$ cat src/rtl/fifo_drain_ctrl.sv
// fifo_drain_ctrl
// Read-side drain controller for a synchronous FIFO with a one-cycle registered
// read. It pops words whenever there is room downstream and presents them on a
// valid/ready stream, framed into BURST_LEN-word bursts with an end-of-burst
// marker. A 2-entry skid buffer covers the FIFO read latency, which keeps full
// throughput under backpressure.
//
// Ports
//   clk            rising-edge clock
//   rst_n          asynchronous active-low reset
//   enable         allows new FIFO reads
//   fifo_empty     FIFO empty flag
//   fifo_rd_en     FIFO read strobe (combinational, depends on m_ready)
//   fifo_dout      FIFO read data, valid the cycle after an accepted read
//   m_valid        output word available
//   m_ready        consumer accepts the word
//   m_data         output word (skid buffer head), 0 when m_valid is low
//   m_last         head word is the last beat of a burst
//   words_drained  running count of words accepted by the consumer, wrapping
//   idle           nothing buffered and no read in flight
module fifo_drain_ctrl #(
  parameter int DATA_WIDTH = 16,
  parameter int BURST_LEN  = 4,
  parameter int CNT_WIDTH  = 16
) (
  input  logic                  clk,
  input  logic                  rst_n,
  input  logic                  enable,
  input  logic                  fifo_empty,
  output logic                  fifo_rd_en,
  input  logic [DATA_WIDTH-1:0] fifo_dout,
  output logic                  m_valid,
  input  logic                  m_ready,
  output logic [DATA_WIDTH-1:0] m_data,
  output logic                  m_last,
  output logic [CNT_WIDTH-1:0]  words_drained,
  output logic                  idle
);

  localparam int BEAT_W = (BURST_LEN > 1) ? $clog2(BURST_LEN) : 1;
  localparam logic [BEAT_W-1:0] LAST_BEAT = BEAT_W'(BURST_LEN - 1);

  logic [DATA_WIDTH-1:0] skid0_p2;
  logic [DATA_WIDTH-1:0] skid1_p2;
  logic [1:0]            skid_cnt;
  logic                  inflight_p1;
  logic [BEAT_W-1:0]     beat;
  logic                  pop;
  logic [2:0]            credit;
  logic [1:0]            wr_idx;

  assign pop = m_valid & m_ready;

  // Slots still committed after this cycle: buffered plus in flight, minus the
  // word leaving now. Counting the pop lets a read issue in the same cycle the
  // consumer frees a slot, which is what sustains full rate.
  assign credit     = {1'b0, skid_cnt} + {2'b00, inflight_p1} - {2'b00, pop};
  assign fifo_rd_en = rst_n & enable & ~fifo_empty & (credit < 3'd2);

  // Tail slot for an arriving word, after any shift caused by a pop.
  assign wr_idx = skid_cnt - 2'(pop);

  // Stage p1: read issued last cycle, data arriving now
  always_ff @(posedge clk or negedge rst_n) begin
    if (!rst_n) begin
      skid_cnt      <= 2'd0;
      inflight_p1   <= 1'b0;
      beat          <= '0;
      words_drained <= '0;
    end else begin
      skid_cnt    <= skid_cnt + 2'(inflight_p1) - 2'(pop);
      inflight_p1 <= fifo_rd_en;
      if (pop) begin
        beat          <= (beat == LAST_BEAT) ? '0 : beat + BEAT_W'(1);
        words_drained <= words_drained + CNT_WIDTH'(1);
      end
    end
  end

  // Stage p2: skid buffer, head in skid0_p2
  always_ff @(posedge clk) begin
    if (pop) begin
      skid0_p2 <= skid1_p2;
    end
    if (inflight_p1) begin
      if (wr_idx == 2'd0) begin
        skid0_p2 <= fifo_dout;
      end else begin
        skid1_p2 <= fifo_dout;
      end
    end
  end

  assign m_valid = (skid_cnt != 2'd0);
  assign m_data  = m_valid ? skid0_p2 : '0;
  assign m_last  = m_valid & (beat == LAST_BEAT);
  assign idle    = (skid_cnt == 2'd0) & ~inflight_p1;

  skid_overflow_a : assert property (@(posedge clk) disable iff (!rst_n) skid_cnt <= 2'd2);

endmodule
$ cat config.mk
export PLATFORM = sky130hd
export DESIGN_NAME = fifo_drain_ctrl
export DESIGN_NICKNAME = d
export VERILOG_FILES = /design/src/rtl/fifo_drain_ctrl.sv
export SDC_FILE = /design/constraint.sdc
export NUM_CORES = 1
export LEC_CHECK = 0
export ABC_AREA = 1
export CORE_MARGIN = 2
export CORE_UTILIZATION = 40
export DETAILED_ROUTE_END_ITERATION = 6
export PLACE_DENSITY_LB_ADDON = 0.15
export SYNTH_ARGS = -nofsm -noshare
export SYNTH_HDL_FRONTEND = slang
export SYNTH_SLANG_ARGS = --single-unit
$ cat constraint.sdc
create_clock -name clk -period 2.4 [get_ports clk]
set_input_delay 0.48 -clock clk [delete_from_list [all_inputs] [get_ports clk]]
set_output_delay 0.48 -clock clk [all_outputs]
set_load 0.1 [all_outputs]
==> metrics.md, run 1 <==
| Metric | Value |
|---|---|
| Num CTS Buffers | `5` |
| Number of global-route vias before repair | `1,819` |
| DR iter-0 viols | `104` |
| DP Area | `3257 um^2` |
| Syn Inst Count | `268` |
| Worst reg-to-reg setup slack | `0.56 ns` |
| Setup crit start kind | `register` |
| Layout Nets | `361` |
| Max clock buf depth | `2` |
| Max-cap violations | `0` |
| Max-slew violations | `0` |
| R2R cell count | `7` |
| Post-detailed-route DRC marker count | `0` |
| Critical Path Fanout Max | `4` |
| PortBufs | `56` |
| Area growth syn-to-layout | `42.50%` |
| Hold crit path type | `register to register` |
| Antenna Cells | `0` |
| Worst Skew | `0.01258 ns` |
| Synth cell types | `26` |
| Fillers | `528` |
| Drt first pass iters | `4` |
| Largest net degree at the start of global routing | `33` |
| Area leader, netlist | `dfrtp_1` |
| Synth top area share | `22.26%` |
| Failing checks | `setup timing` |
| I/O pins | `57` |
| Crit path from | `skid_cnt[1]$_DFF_PN0_` |
| Fmax | `0.3673 GHz` |
| Slew margin rel. | `79.33%` |
| Crit path required time | `1.92 ns` |
| Core Area | `5608 um^2` |
| Share of cells above drive strength 1 | `25.22%` |
| Finished Cell Area | `3364 um^2` |
| Worst slew pin tran | `0.3100 ns` |
| DP HPWL | `3485 um` |
| Most frequent cell after synthesis | `nand2_1` |
| Initial Util | `42.10%` |
| Antenna-violating nets left | `0` |
| Fin. Hold Viols | `0` |
| Critical Path Sink | `fifo_rd_en` |
| Most frequent cells after synthesis | `74 x nand2_1, 49 x nor2_1, 32 x inv_1` |
| Synth Flop Type | `dfrtp_1` |
| H-tree Lvls | `2` |
| Vias/cell | `4.633` |
| Launching point of the worst reg2reg path | `skid_cnt[1]$_DFF_PN0_` |
| Area contributors post-synth | `dfrtp_1 22%, edfxtp_1 20%, dfxtp_1 14%` |
| Root Driver | `clkbuf_8` |
| Seq/Total Area, Yosys | `56.17%` |
| Total track usage | `16.27%` |
| DR vias | `1,895` |
| Outcome | `finished with violations` |
| Worst-path clk slew | `0.09 ns` |
| DR WL/cell | `12.10 um` |
| Chip width | `80.83 um` |
| Period utilization | `113.4%` |
| FF-to-FF End | `inflight_p1$_DFF_PN0_` |
| Hold_buf cts | `0` |
| #FFs+latches synth | `53` |
| Grt ovf | `0` |
| Async SR Flop Fraction | `39.62%` |
| Initial antenna violation count | `0` |
| DIE AREA | `6533 um^2` |
| Worst Setup End Kind | `output port` |
| Setup WS post-layout | `-0.3224 ns` |
| Synth Net Count | `293` |
| Synth Cell Area | `2361 um^2` |
| Critical Path AT | `2.24 ns` |
| Synth warn | `0` |
| Number of synthesized flops with an enable pin | `16` |
| Mean area per synthesized cell | `8.810 um^2` |
| CTS tree | `built` |
| Clock Latency Late Sink | `0.30 ns` |
| Rows | `27` |
| Final setup viols | `1` |
| Critical path class | `register to output port` |
| Min cycle time layout | `2.722 ns` |
| Post-Route WL | `4950 um` |
| Global-route wire length before repair | `8245 um` |
| Chip Height | `80.83 um` |
| RD Place Congestion | `0.7734` |
| Setup repair after global routing missed its margin | `yes` |
| CTS Sinks | `53` |
registers in the layout, summed over array words and instances, names as in the netlist:
name           count
beat               2
words_drained     16
skid_cnt           2
skid1_p2          16
skid0_p2          16
inflight_p1        1
metrics by stage:
stage | worst slack [ns] | util, % | hold WS [ns] | setup TNS, ns | cells
5_1_grt | -0.3945 | 60.00 | 0.5044 | -0.3945 | 409
6_report | -0.3224 | 60.00 | 0.4835 | -0.3224 | 409
4_1_cts | -0.3438 | 59.95 | 0.4875 | -0.3438 | 409
3_5_place_dp | -0.6595 | 58.08 | 0.4697 | -0.7424 | 400
3_3_place_gp | -0.6274 | 58.08 | 0.4675 | -0.6782 | 400
2_1_floorplan | -0.9156 | - | 0.1844 | -1.678 | 268
how the worst min path moves through the flow:
stage	end	slack, ns	depth (start not counted)	from
after global routing	words_drained[15]$_DFFE_PN0P_	0.50	1	words_drained[15]$_DFFE_PN0P_
after detailed placement	skid0_p2[12]$_DFF_P_	0.47	2	skid0_p2[12]$_DFF_P_
after floorplan	beat[0]$_DFFE_PN0P_	0.18	0	rst_n
after CTS	skid0_p2[12]$_DFF_P_	0.49	2	skid0_p2[12]$_DFF_P_
final	skid0_p2[12]$_DFF_P_	0.48	2	skid0_p2[12]$_DFF_P_
after global placement	skid0_p2[1]$_DFF_P_	0.47	2	skid0_p2[1]$_DFF_P_
cells by family (layout without fill, tap and decap cells):
kind of cell,after synthesis,in the layout,share of synthesized area (%)
flip-flops,53,53,56.17
AO/OA/AOI/OAI,19,19,4.981
adder cells (fa/ha/maj),4,4,2.438
AND/OR/NAND/NOR,140,140,25.01
XOR/XNOR,12,12,4.451
buffers and inverters,40,109,6.942
final cells by class:
cell class | instances | area, um^2 | share of cell area (%)
Clock inverter | 3 | 17.52 | 0.5206
Clock buffer | 5 | 68.82 | 2.045
Timing Repair Buffer | 69 | 792.0 | 23.54
Sequential cell | 53 | 1329 | 39.49
Tap cell | 72 | 90.09 | 2.678
Multi-Input combinational cell | 175 | 944.7 | 28.08
Inverter | 32 | 122.6 | 3.644
routing by layer:
metal  track usage [%]  vias up  share of wire (%)
met2             28.02       48                 49
met4             4.576        0               0.55
li1                  -      978                  -
met1             20.65      867                 45
met3             3.444        2                4.9
met5                 0        -                  0
repair_timing:
item / 4_1_cts / 5_1_grt
resized for setup: 8 / 1
setup buffers: 1 / 0
pin swaps: 5 / 0
endpoints found under the setup margin: 1 / 1
worst max-delay path, stage by stage (launching register included):
cell	delay (ns)
dfrtp_2	0.47
nor2_4	0.18
nor2_8	0.04
nand2_2	0.06
nand2_2	0.05
ha_2	0.18
fa_2	0.46
nor4_4	0.30
buf_12	0.22
layout by cell type, fill, tap and decap left out, drive strengths merged:
cell type      netlist  final
a21oi                1      1
nand2               75     75
edfxtp              16     16
nand3b               2      2
nor2                53     53
dlygate4sd2          0      1
dfrtp               21     21
nand3                7      7
xor2                 7      7
clkinv               0      3
dfxtp               16     16
nor4                 1      1
xnor2                5      5
fa                   1      1
nand4                2      2
o21a                 1      1
buf                  7     49
clkbuf               1      5
ha                   3      3
clkdlybuf4s50        0     19
o21ai                1      1
inv                 32     32
a31oi               16     16
Power of run 1 is left out: the tool's default activity adds up to more than one toggle a clock period on the data nets, which glitch-free logic cannot reach.
==> run 2: changes to the inputs <==
CORE_UTILIZATION = 44   (was 40)
clock period = 2.2 ns   (was 2.4 ns; I/O delays follow)
==> run 2 against run 1 <==
- the run still ends with setup timing left
- non-clock buffer count stayed put
- utilization up 6.4 points
- highest routed layer unchanged
- worst setup slack got worse by 0.15 ns
- register-to-register slack lost 0.19 ns
- final cell count decreased by 0.49%
- count of clock-buffer cells in the layout grew 1
- sequential share of layout area is 0.56 points lower
- hold slack worse by 0.0025 ns
- global-route usage increased by 1.6 points
- via count up 1.9%
==> metrics.md, run 2 (synthesized netlist as in run 1, its figures left out) <==
| Metric | Value |
|---|---|
| CTS tree | `built` |
| DP HPWL | `3528 um` |
| CP max-delay cell | `dfrtp_2` |
| Finished Cell Area | `3413 um^2` |
| Routed wl met3 | `210 um` |
| Root Driver | `clkbuf_8` |
| PortBufs | `56` |
| Critical path cell sequence | `nor2_4 > nor2_8 > nand2_4 > nand2_2 > ha_4 > fa_2 > nor4_4 > buf_12` |
| Hold crit path type | `register to register` |
| Placed cell count | `399` |
| Crit path required time | `1.76 ns` |
| Critical path class | `register to output port` |
| WHS | `0.4810 ns` |
| Post-CTS setup buffers | `0` |
| Worst Skew | `0.006852 ns` |
| Commonest non-fill, non-tap cells in the layout | `71 x nand2_1, 39 x nor2_1, 29 x inv_1` |
| Initial Util | `45.93%` |
| Hold_sp | `words_drained[15]$_DFFE_PN0P_` |
| DIE AREA | `5968 um^2` |
| Post-layout util | `66.41%` |
| Setup WS post-layout | `-0.4695 ns` |
| Antenna Cells | `0` |
| Fmax | `0.3746 GHz` |
| Slew margin rel. | `79.24%` |
| Clock Latency Late Sink | `0.30 ns` |
| CP peak stage delay | `0.47 ns` |
| Core Area | `5140 um^2` |
| Critical Path Fanout Max | `4` |
| Antenna-violating nets left | `0` |
| Initial antenna violation count | `0` |
| Setup repair after global routing missed its margin | `yes` |
| Hold_buf cts | `0` |
| Post-Route WL | `4999 um` |
| Post-Layout Cell Count | `407` |
| Top layer in use | `met4` |
| H-tree Lvls | `2` |
| WL met2 | `2522 um` |
| Num CTS Buffers | `5` |
| Min cycle time layout | `2.669 ns` |
| Max-slew violations | `0` |
| DR WL/cell | `12.28 um` |
| Total track usage | `17.87%` |
| Max clock buf depth | `2` |
| Worst reg-to-reg setup slack | `0.37 ns` |
| Rows | `26` |
| DR vias | `1,931` |
| Worst slew pin tran | `0.3113 ns` |
| Vias/cell | `4.744` |
| Largest regs | `skid0_p2 x16, skid1_p2 x16, words_drained x16` |
| Area growth syn-to-layout | `44.57%` |
| Number of global-route vias before repair | `1,875` |
| Post-detailed-route DRC marker count | `0` |
| Worst Setup End Kind | `output port` |
| DR iter-0 viols | `128` |
| Chip Height | `77.25 um` |
| I/O pins | `57` |
| Commonest non-fill, non-tap cell in the layout | `nand2_1` |
| Global-route wire length before repair | `8535 um` |
| Grt ovf | `0` |
| Largest net degree at the start of global routing | `33` |
| Wire length on met1 | `2238 um` |
| Launching point of the worst reg2reg path | `skid_cnt[1]$_DFF_PN0_` |
| DP Area | `3299 um^2` |
| Outcome | `finished with violations` |
| RD Place Congestion | `0.8133` |
| Share of cells above drive strength 1 | `24.93%` |
| Max-cap violations | `0` |
| Layout Nets | `361` |
| Critical Path AT | `2.23 ns` |
| CTS Sinks | `53` |
| Fin. Hold Viols | `0` |
| Failing checks | `setup timing` |
| Worst-path clk slew | `0.09 ns` |
| Final setup viols | `1` |
| Period utilization | `121.3%` |
| Chip width | `77.25 um` |
| Drt first pass iters | `4` |
| Crit path from | `skid_cnt[1]$_DFF_PN0_` |
| Setup crit start kind | `register` |
==> run 2: cell types whose count changed in the layout (fill, tap and decap cells not counted), sizes merged <==
cell / before / now
clkbuf: 5 / 6
clkinvlp: 0 / 2
clkinv: 3 / 0
==> run 2: layout make-up <==
| class | count | area, um^2 |
|---|---|---|
| well taps | 70 | 87.58 |
| fillers | 428 | 1727 |
| flip-flops and latches | 53 | 1329 |
| inverters | 32 | 122.6 |
| multi-input cells | 175 | 957.2 |
| clock buffers | 6 | 72.57 |
| clock inverters | 2 | 15.01 |
| repair buffers | 69 | 829.5 |
==> run 2: path summary, 6_finish.rpt <==
kind,cells past startpoint,end
max reg2reg,7,inflight_p1$_DFF_PN0_
min,1,words_drained[15]$_DFFE_PN0P_
max in group asynchronous,2,skid_cnt[0]$_DFF_PN0_
max,8,fifo_rd_en
min reg2reg,1,words_drained[15]$_DFFE_PN0P_
min in group asynchronous,2,words_drained[3]$_DFFE_PN0P_
==> run 2: repair_timing <==
action	in CTS	in global routing
pin swaps	4	0
gates resized for setup	7	3
setup endpoints to repair	1	1
==> run 2: through the flow <==
stage / setup WS, ns / TNS [ns]
final: -0.4695 / -0.4695
after global routing: -0.5729 / -0.5729
after CTS: -0.4916 / -0.4916
after detailed placement: -0.7893 / -1.043
after global placement: -0.7505 / -0.9652
after floorplan: -1.076 / -2.364
==> run 2: per-layer routing <==
| layer | track usage [%] | vias to the layer above |
|---|---|---|
| li1 | - | 986 |
| met1 | 22.36 | 904 |
| met2 | 30.78 | 39 |
| met3 | 4.353 | 2 |
| met4 | 4.821 | 0 |
| met5 | 0 | - |
==> run 2: critical path: cells and delay by family (launching register included) <==
family	cells	cell delay (ns)
flip-flops	1	0.47
buffers and inverters	1	0.22
AND/OR/NAND/NOR	5	0.63
adder cells (fa/ha/maj)	2	0.60
Power of run 2 is left out for the same reason.
==> run 3: changes to the inputs <==
SLEW_MARGIN = 20   (was default)
==> results of run 3 <==
Same layout as run 2: the final DEF is identical, and so are final timing and power.
Power of run 3 is left out for the same reason.
